$ cat src/rtl/acc_cpu_param_if.sv
// Memory bus of the accumulator core: async-read
// instruction memory plus async-read/sync-write data memory.
interface acc_cpu_param_if #(
  parameter int DATA_W = 8,
  parameter int ADDR_W = 5
);
  localparam int INSTR_W = 3 + ADDR_W;

  logic [ADDR_W-1:0]  imem_addr_o;
  logic [INSTR_W-1:0] imem_data_i;
  logic [ADDR_W-1:0]  dmem_addr_o;
  logic [DATA_W-1:0]  dmem_rdata_i;
  logic [DATA_W-1:0]  dmem_wdata_o;
  logic               wm_o;

  modport master (
    output imem_addr_o,
    input  imem_data_i,
    output dmem_addr_o,
    input  dmem_rdata_i,
    output dmem_wdata_o,
    output wm_o
  );

  modport slave (
    input  imem_addr_o,
    output imem_data_i,
    input  dmem_addr_o,
    output dmem_rdata_i,
    input  dmem_wdata_o,
    input  wm_o
  );
endinterface

$ cat src/rtl/acc_cpu_param.sv
// Parametrised accumulator CPU, 3-cycle FETCH/DECODE/EXEC FSM.
// Ports: clk_i, reset (sync, active-low), bus (memories),
// wr_o, reg_acc_out, curr_pc, curr_ins, bus_alu_out,
// flag_z_o, flag_c_o, halted_o.
module acc_cpu_param #(
  parameter int DATA_W = 8,
  parameter int ADDR_W = 5,
  localparam int INSTR_W = 3 + ADDR_W
) (
  input  logic               clk_i,
  input  logic               reset,
  acc_cpu_param_if.master    bus,
  output logic               wr_o,
  output logic [DATA_W-1:0]  reg_acc_out,
  output logic [ADDR_W-1:0]  curr_pc,
  output logic [INSTR_W-1:0] curr_ins,
  output logic [DATA_W-1:0]  bus_alu_out,
  output logic               flag_z_o,
  output logic               flag_c_o,
  output logic               halted_o
);

  typedef enum logic [1:0] {
    S_FETCH,
    S_DECODE,
    S_EXEC,
    S_HALT
  } state_e;

  typedef enum logic [2:0] {
    OP_LDA,
    OP_STA,
    OP_ADD,
    OP_SUB,
    OP_AND,
    OP_JMP,
    OP_JZ,
    OP_HLT
  } op_e;

  state_e             state_q, state_d;
  logic [ADDR_W-1:0]  pc_q, pc_d;
  logic [INSTR_W-1:0] ir_q, ir_d;
  logic [DATA_W-1:0]  acc_q, acc_d;
  logic               z_q, z_d;
  logic               c_q, c_d;

  op_e               op;
  logic [ADDR_W-1:0] opnd;
  logic [DATA_W:0]   sum;
  logic [DATA_W:0]   dif;
  logic [DATA_W-1:0] alu;
  logic              alu_c;
  logic              wr;
  logic              wm;

  assign op   = op_e'(ir_q[INSTR_W-1 -: 3]);
  assign opnd = ir_q[ADDR_W-1:0];

  // Extra top bit carries the ADD carry-out / SUB borrow.
  assign sum = {1'b0, acc_q} + {1'b0, bus.dmem_rdata_i};
  assign dif = {1'b0, acc_q} - {1'b0, bus.dmem_rdata_i};

  always_comb begin
    alu   = acc_q;
    alu_c = 1'b0;
    case (op)
      OP_LDA: alu = bus.dmem_rdata_i;
      OP_ADD: begin
        alu   = sum[DATA_W-1:0];
        alu_c = sum[DATA_W];
      end
      OP_SUB: begin
        alu   = dif[DATA_W-1:0];
        alu_c = dif[DATA_W];
      end
      OP_AND: alu = acc_q & bus.dmem_rdata_i;
      default: ;
    endcase
  end

  always_comb begin
    state_d = state_q;
    pc_d    = pc_q;
    ir_d    = ir_q;
    acc_d   = acc_q;
    z_d     = z_q;
    c_d     = c_q;
    wr      = 1'b0;
    wm      = 1'b0;
    case (state_q)
      S_FETCH: begin
        ir_d    = bus.imem_data_i;
        pc_d    = pc_q + ADDR_W'(1);
        state_d = S_DECODE;
      end
      S_DECODE: begin
        state_d = (op == OP_HLT) ? S_HALT : S_EXEC;
      end
      S_EXEC: begin
        state_d = S_FETCH;
        case (op)
          OP_LDA, OP_ADD, OP_SUB, OP_AND: begin
            wr    = 1'b1;
            acc_d = alu;
            z_d   = (alu == '0);
            c_d   = alu_c;
          end
          OP_STA: wm = 1'b1;
          OP_JMP: pc_d = opnd;
          OP_JZ:  if (z_q) pc_d = opnd;
          default: ;
        endcase
      end
      default: ;
    endcase
  end

  always_ff @(posedge clk_i) begin
    if (!reset) begin
      state_q <= S_FETCH;
      pc_q    <= '0;
      ir_q    <= '0;
      acc_q   <= '0;
      z_q     <= 1'b0;
      c_q     <= 1'b0;
    end else begin
      state_q <= state_d;
      pc_q    <= pc_d;
      ir_q    <= ir_d;
      acc_q   <= acc_d;
      z_q     <= z_d;
      c_q     <= c_d;
    end
  end

  // Gating with reset keeps a store from landing mid-reset.
  assign wr_o     = wr & reset;
  assign bus.wm_o = wm & reset;

  assign bus.imem_addr_o  = pc_q;
  assign bus.dmem_addr_o  = opnd;
  assign bus.dmem_wdata_o = acc_q;

  assign reg_acc_out = acc_q;
  assign curr_pc     = pc_q;
  assign curr_ins    = ir_q;
  assign bus_alu_out = alu;
  assign flag_z_o    = z_q;
  assign flag_c_o    = c_q;
  assign halted_o    = (state_q == S_HALT);

endmodule

$ cat src/flat_wrapper.sv
// flat-port wrapper written by rule: the top's interface ports become plain ports
module acc_cpu_param_flat 
#(
  parameter int DATA_W = 8,
  parameter int ADDR_W = 5,
  localparam int INSTR_W = 3 + ADDR_W
)
  (clk_i, reset, wr_o, reg_acc_out, curr_pc, curr_ins, bus_alu_out, flag_z_o, flag_c_o, halted_o, bus_imem_addr_o, bus_imem_data_i, bus_dmem_addr_o, bus_dmem_rdata_i, bus_dmem_wdata_o, bus_wm_o);
  acc_cpu_param_if #(.DATA_W(DATA_W), .ADDR_W(ADDR_W)) bus_i ();
  input  logic clk_i;
  input  logic reset;
  output logic wr_o;
  output logic [DATA_W-1:0] reg_acc_out;
  output logic [ADDR_W-1:0] curr_pc;
  output logic [INSTR_W-1:0] curr_ins;
  output logic [DATA_W-1:0] bus_alu_out;
  output logic flag_z_o;
  output logic flag_c_o;
  output logic halted_o;
  output wire logic [$bits(bus_i.imem_addr_o)-1:0] bus_imem_addr_o;
  input wire logic [$bits(bus_i.imem_data_i)-1:0] bus_imem_data_i;
  output wire logic [$bits(bus_i.dmem_addr_o)-1:0] bus_dmem_addr_o;
  input wire logic [$bits(bus_i.dmem_rdata_i)-1:0] bus_dmem_rdata_i;
  output wire logic [$bits(bus_i.dmem_wdata_o)-1:0] bus_dmem_wdata_o;
  output wire logic [$bits(bus_i.wm_o)-1:0] bus_wm_o;
  assign bus_imem_addr_o = bus_i.imem_addr_o;
  assign bus_i.imem_data_i = bus_imem_data_i;
  assign bus_dmem_addr_o = bus_i.dmem_addr_o;
  assign bus_i.dmem_rdata_i = bus_dmem_rdata_i;
  assign bus_dmem_wdata_o = bus_i.dmem_wdata_o;
  assign bus_wm_o = bus_i.wm_o;
  acc_cpu_param #(.DATA_W(DATA_W), .ADDR_W(ADDR_W)) u_core (.clk_i(clk_i), .reset(reset), .bus(bus_i), .wr_o(wr_o), .reg_acc_out(reg_acc_out), .curr_pc(curr_pc), .curr_ins(curr_ins), .bus_alu_out(bus_alu_out), .flag_z_o(flag_z_o), .flag_c_o(flag_c_o), .halted_o(halted_o));
endmodule
$ cat config.mk
export PLATFORM = sky130hd
export DESIGN_NAME = acc_cpu_param_flat
export DESIGN_NICKNAME = d
export VERILOG_FILES = /design/src/rtl/acc_cpu_param_if.sv /design/src/rtl/acc_cpu_param.sv /design/src/flat_wrapper.sv
export SDC_FILE = /design/constraint.sdc
export NUM_CORES = 1
export LEC_CHECK = 0
export CORE_AREA = 2 2 71 87
export DETAILED_ROUTE_END_ITERATION = 8
export DIE_AREA = 0 0 73 89
export MAX_ROUTING_LAYER = met4
export PLACE_DENSITY = 0.8
export SYNTH_ARGS = -nofsm -noshare
export SYNTH_HDL_FRONTEND = slang
export SYNTH_SLANG_ARGS = --single-unit
$ cat constraint.sdc
create_clock -name clk_i -period 2.6 [get_ports clk_i]
set_input_delay 0.52 -clock clk_i [delete_from_list [all_inputs] [get_ports clk_i]]
set_output_delay 0.52 -clock clk_i [all_outputs]
set_load 0.02 [all_outputs]
### Yosys cells after proc, flatten, opt, wreduce, memory -nomap -nowiden

Cells that the tools add are included.

| operators by class | value |
|---|---|
| bitwise operators | 3 |
| reductions and logical operators | 8 |
| eq/ne operators | 12 |
| add/sub/neg operators | 3 |
| mux-type cells | 11 |

Operators by type and width:

| cell | count |
|---|---|
| $pmux 8 s4 | 1 |
| $pmux 5 s2 | 2 |
| $eq 3x3->1 const B | 4 |
| $add 8x8->9 | 1 |
| $sub 8x8->9 | 1 |
| $and 8x8->8 | 1 |
| $logic_not 8->1 | 1 |
| $eq 3x2->1 const B | 2 |
| $ne 3x2->1 const B | 2 |
| $pmux 2 s3 | 1 |
| $add 5x1->5 const B | 1 |
| $mux 1 | 5 |
| $mux 5 | 1 |
| $eq 2x2->1 const B | 2 |
| $reduce_or 4->1 | 1 |
| $eq 3x1->1 const B | 1 |
| $logic_not 3->1 | 1 |
| $reduce_and 3->1 | 1 |
| $reduce_bool 3->1 | 1 |
| $and 1x1->1 | 2 |
| $eq 2x1->1 const B | 1 |
| $logic_not 2->1 | 1 |
| $pmux 1 s2 | 1 |
| $reduce_and 2->1 | 1 |
| $reduce_bool 2->1 | 1 |

| storage, ports and cells | value |
|---|---|
| bits of input ports | 18 |
| register bits after elaboration | 25 |
| logic and storage cells | 43 |
| output and inout port bits | 52 |

### Longest topological paths before layout

| logic depth | value |
|---|---|
| word-level depth | 5 |
| gate-level depth with buffers | 10 |

### Worst setup path before layout

OpenSTA, ideal clock, no wires.

| timing | value |
|---|---|
| path type | input-to-reg |
| start point | input port bus_dmem_rdata_i[0] |
| end point | register u_core.z_q, in the netlist u_core.flag_z_o |
| setup slack | -0.134 ns |
| path buffers | 0 |
| stages on the path | 9 |
| setup time | 0.084 ns |
| arrival | 2.649 ns |
| cells stage by stage | ha_1 -> inv_1 -> fa_1 -> a211oi_1 -> nor3_1 -> a211oi_1 -> o21ai_1 -> or4_4 -> o31ai_2 |

| on the way | value |
|---|---|
| cells in the longest elaborated chain, start to end | 3 |
| elaborated cells between the ends (all ways) | 5 |

RTL lines:

| what | RTL line | source |
|---|---|---|
| from (decl) | flat_wrapper.sv:23 | `input wire logic [$bits(bus_i.dmem_rdata_i)-1:0] bus_dmem_rdata_i;` |
| $sub 8x8->9 or $add 8x8->9 (tied branches) | acc_cpu_param.sv:62, acc_cpu_param.sv:61 |  |
| $pmux 8 s4 (*) | acc_cpu_param.sv:67 | `case (op)` |
| via bus_alu_out[4] | flat_wrapper.sv:16 | `output logic [DATA_W-1:0] bus_alu_out;` |
| $logic_not 8->1 (*) | acc_cpu_param.sv:106 | `z_d = (alu == '0);` |
| to (signal assigned) | acc_cpu_param.sv:132 | `z_q <= z_d;` |
| to (decl) | acc_cpu_param.sv:45 | `logic z_q, z_d;` |

The timed path passes the listed nets; every way through them passes the cells marked *.
A chain may end at the register's enable or synchronous reset.

### Final worst setup path

| timing | value |
|---|---|
| start point | register u_core.acc_q[0], in the netlist u_core.bus.dmem_wdata_o[0] |
| end point | output port bus_alu_out[6] |

| on the way | value |
|---|---|
| cells in the longest elaborated chain, start to end | 2 |
| elaborated cells between the ends (all ways) | 3 |

RTL lines:

| what | RTL line | source |
|---|---|---|
| from (decl) | acc_cpu_param.sv:44 | `logic [DATA_W-1:0] acc_q, acc_d;` |
| from (signal assigned) | acc_cpu_param.sv:124 | `acc_q <= '0;` |
| from (signal assigned) | acc_cpu_param.sv:131 | `acc_q <= acc_d;` |
| $sub 8x8->9 or $add 8x8->9 (tied branches) | acc_cpu_param.sv:62, acc_cpu_param.sv:61 |  |
| $pmux 8 s4 (*) | acc_cpu_param.sv:67 |  |
| to (decl) | flat_wrapper.sv:16 |  |

Every way passes the cells marked *; elsewhere a longest branch is shown, timed or not.

==> impl_metrics.tcl <==
set metrics [dict create \
    met2_usage 0.521 \
    syn_inst 331 \
    final_nets 514 \
    finalCriticalPeriod_ns 2.94 \
    initial_core_util 0.431 \
    fin_tns_setup_ns -1.06 \
    fmax_ghz 0.340 \
    vias_per_cell 5.80 \
    totalWireLength_um 9800 \
    cp-start-kind "flip-flop" \
    die-area_um2 6500 \
    die_y_um 89 \
    synth_area_leaders "dfxtp_1 21%, ha_1 9.3%, o21ai_0 6.6%" \
    worst_slack_ns -0.340 \
    crit_end "bus_alu_out[6]" \
    cts_tree "built" \
    wire_per_inst_um 18.2 \
    rr_endpoint "u_core.flag_z_o$_SDFFE_PN0P_" \
    r2r-start "u_core.bus.dmem_wdata_o[0]$_SDFFE_PN0P_" \
    synth_common_cells "34 x nand2_1, 32 x o21ai_0, 30 x nor2_1, 27 x a21oi_1, 25 x dfxtp_1" \
    drive_gt1_frac 0.400 \
    io_pins 70 \
    insertedDiodeCount 0 \
    pwr_density_cell_nw_per_um2 404 \
    synth_ff_type "dfxtp_1" \
    rrSetupSlack_ns -0.16 \
    cp_max_fo 3 \
    port_buffers 69 \
    maxSlewViolCount 0 \
    grt_use_met3 0.0349 \
    place.gp.congestion 0.919 \
    drc 0 \
    cts-root-buf "clkbuf_8" \
    post-route-period-util 1.13 \
    fin_util 0.763 \
    cp-end-kind "primary output" \
    num_rows 30 \
    required_ns 2.08 \
    slowest_stage "dfxtp_4" \
    cts-hold-fix-buffers 0 \
    drt_iter0_markers 155 \
    ctsLongestPathBuffers 2 \
    antenna_found_initial 0 \
    crit_path_max_incr_delay_ns 0.38 \
    r2r_cells 13 \
    dp_hpwl_um 6590 \
    synth.largest_area_cell "dfxtp_1" \
    dpl-instance-area_um2 3640 \
    cts_sinks 25 \
    synth_cell_type_count 52 \
    yosysWarnings 0 \
    worstSetupPathType "reg -> out" \
    max_cap_viol_count 0 \
    synth_top_area_share 0.207 \
    ir_worst_vdd_mv 0.408 \
    syn-cell-area_um2 2410 \
    synth_seq_cells 25 \
    stdcell_area_um2 4270 \
    ys_seq_area_frac 0.207 \
    grt.met1_usage 0.339 \
    synthToLayoutAreaGrowth_pct 76.9 \
    globalRoute.busiestLayer "met2" \
    status "finished with violations" \
    fin_skew_ns 0.00727 \
    synth_edf_count 0 \
    die_w_um 73 \
    placedCellCount 514 \
    grt_pass1_wl_um 14600 \
    synth.most_common_cell "nand2_1" \
    grt_start_max_net_pins 19 \
    hold_viol 0 \
    syn_avg_cell_area_um2 7.29 \
    p_leak_nw 1.81 \
    grt_pass1_vias 3013 \
    tightest_slew_ns 0.511 \
    cp.arrival_ns 2.42 \
    clk_latency_ns 0.27 \
    vias 3125 \
    grt_overflow 0 \
    fillCellCount 365 \
    core_area_um2 5590 \
    cp-startpoint "u_core.bus.dmem_wdata_o[0]$_SDFFE_PN0P_" \
    rsz0062_at_grt "true" \
    synth_nets 369 \
    setup_viol 7 \
    drt-pass1-iter-count 5 \
    grt_usage 0.297 \
    path_clk_slew_ns 0.09 \
    instances_no_fill 539 \
    power_mw 1.72 \
    violations "setup timing" \
    ant_nets 0 \
    worstHoldPathCells 2 \
    htreeDepth 1 \
    max_slew_margin 0.657 \
    hp-class "reg -> reg" \
    cp_cell_sequence "ha_4, fa_2, nor2b_4, o211ai_1, nand3_1, buf_4, o2111ai_4, o311a_4, buf_6" \
    cts_made_buffers 3 \
    async_flop_share 0 \
]
## metal layers
layer  vias to the layer above  routed length (um)
met4                         0                 395
met3                        40                 520
li1                       1463                   -
met1                      1494                3910
met5                         -                   0
met2                       128                4980
## how the worst min path moves through the flow
stage	start	endpoint	slack (ns)
after global placement	u_core.curr_ins[0]$_SDFFE_PN0P_	u_core.bus.imem_addr_o[0]$_SDFFE_PN0P_	0.49
after detailed placement	u_core.curr_ins[0]$_SDFFE_PN0P_	u_core.bus.imem_addr_o[0]$_SDFFE_PN0P_	0.50
after global routing	u_core.curr_ins[0]$_SDFFE_PN0P_	u_core.bus.imem_addr_o[0]$_SDFFE_PN0P_	0.53
after CTS	u_core.curr_ins[0]$_SDFFE_PN0P_	u_core.bus.imem_addr_o[0]$_SDFFE_PN0P_	0.51
after floorplan	u_core.state_q[0]$_SDFFE_PN0P_	u_core.state_q[1]$_SDFFE_PN0P_	0.50
final	u_core.curr_ins[0]$_SDFFE_PN0P_	u_core.bus.imem_addr_o[0]$_SDFFE_PN0P_	0.51
## flip-flops by register name (all words and copies together), names as in the netlist
| signal | flops |
|---|---|
| u_core.state_q | 2 |
| u_core.bus.dmem_wdata_o | 8 |
| u_core.bus.imem_addr_o | 5 |
| u_core.flag_z_o | 1 |
| u_core.flag_c_o | 1 |
| u_core.curr_ins | 8 |
## layout make-up
class | instances | area, um2 | share of cell area
well taps | 64 | 80.1 | 0.0188
inverters | 20 | 80.1 | 0.0188
clock inverters | 1 | 5.00 | 0.00117
repair buffers | 174 | 1510 | 0.354
multi-input cells | 252 | 2040 | 0.478
clock buffers | 3 | 41.3 | 0.00968
flip-flops and latches | 25 | 510 | 0.120
## cells in the final DEF (no fill, tap or decap), types with 4 or more instances in the layout
cell type        netlist  layout
buf_2                  4       4
inv_1                 19      12
clkdlybuf4s50_1        0      52
buf_4                 19      96
nor3_1                10       8
inv_2                  0       5
nor2b_1               10       7
mux2i_1                4       4
nand2b_1               5       5
a211oi_2               1       4
nand2_1               34      33
o21ai_0               32      25
nor2_1                30      28
a21oi_1               27      24
buf_6                  0      16
ha_1                  18       5
o21ai_2                0       5
o21bai_1               4       4
nand3_1                9       8
dfxtp_1               25      21
ha_4                   0      11
## worst max-delay path, delay by kind of cell (launching register included)
kind | cells | cell delay [ns]
fa+ha+maj | 2 | 0.51
flops | 1 | 0.38
simple gates | 2 | 0.30
compound gates | 3 | 0.65
buf+inv | 2 | 0.30
## kinds of logic after synthesis
group | count (synthesis) | share of synthesized area
flip-flops | 25 | 0.207
AND/OR/NAND/NOR | 113 | 0.225
AO/OA/AOI/OAI | 112 | 0.315
multiplexers | 4 | 0.0166
adder cells (fa/ha/maj) | 20 | 0.110
buffers and inverters | 54 | 0.116
XOR/XNOR | 3 | 0.0109
## stage by stage
stage / hold WS [ns] / worst slack, ns
after floorplan: 0.500 / -0.0201
after global placement: 0.490 / -1.08
after detailed placement: 0.495 / -1.14
after CTS: 0.511 / -0.306
after global routing: 0.527 / -0.398
final: 0.511 / -0.340
## where the power goes
part | total (mW) | internal (mW) | switching [mW]
combinational | 1.04 | 0.517 | 0.524
clock | 0.234 | 0.107 | 0.126
sequential | 0.449 | 0.412 | 0.0375
## what timing repair did
item | CTS | global route
buffers inserted | 18 | 5
pin swaps | 29 | 19
setup endpoints to repair | 13 | 11
resized for setup | 134 | 31
No activity file was read; power rests on OpenSTA's default activity.
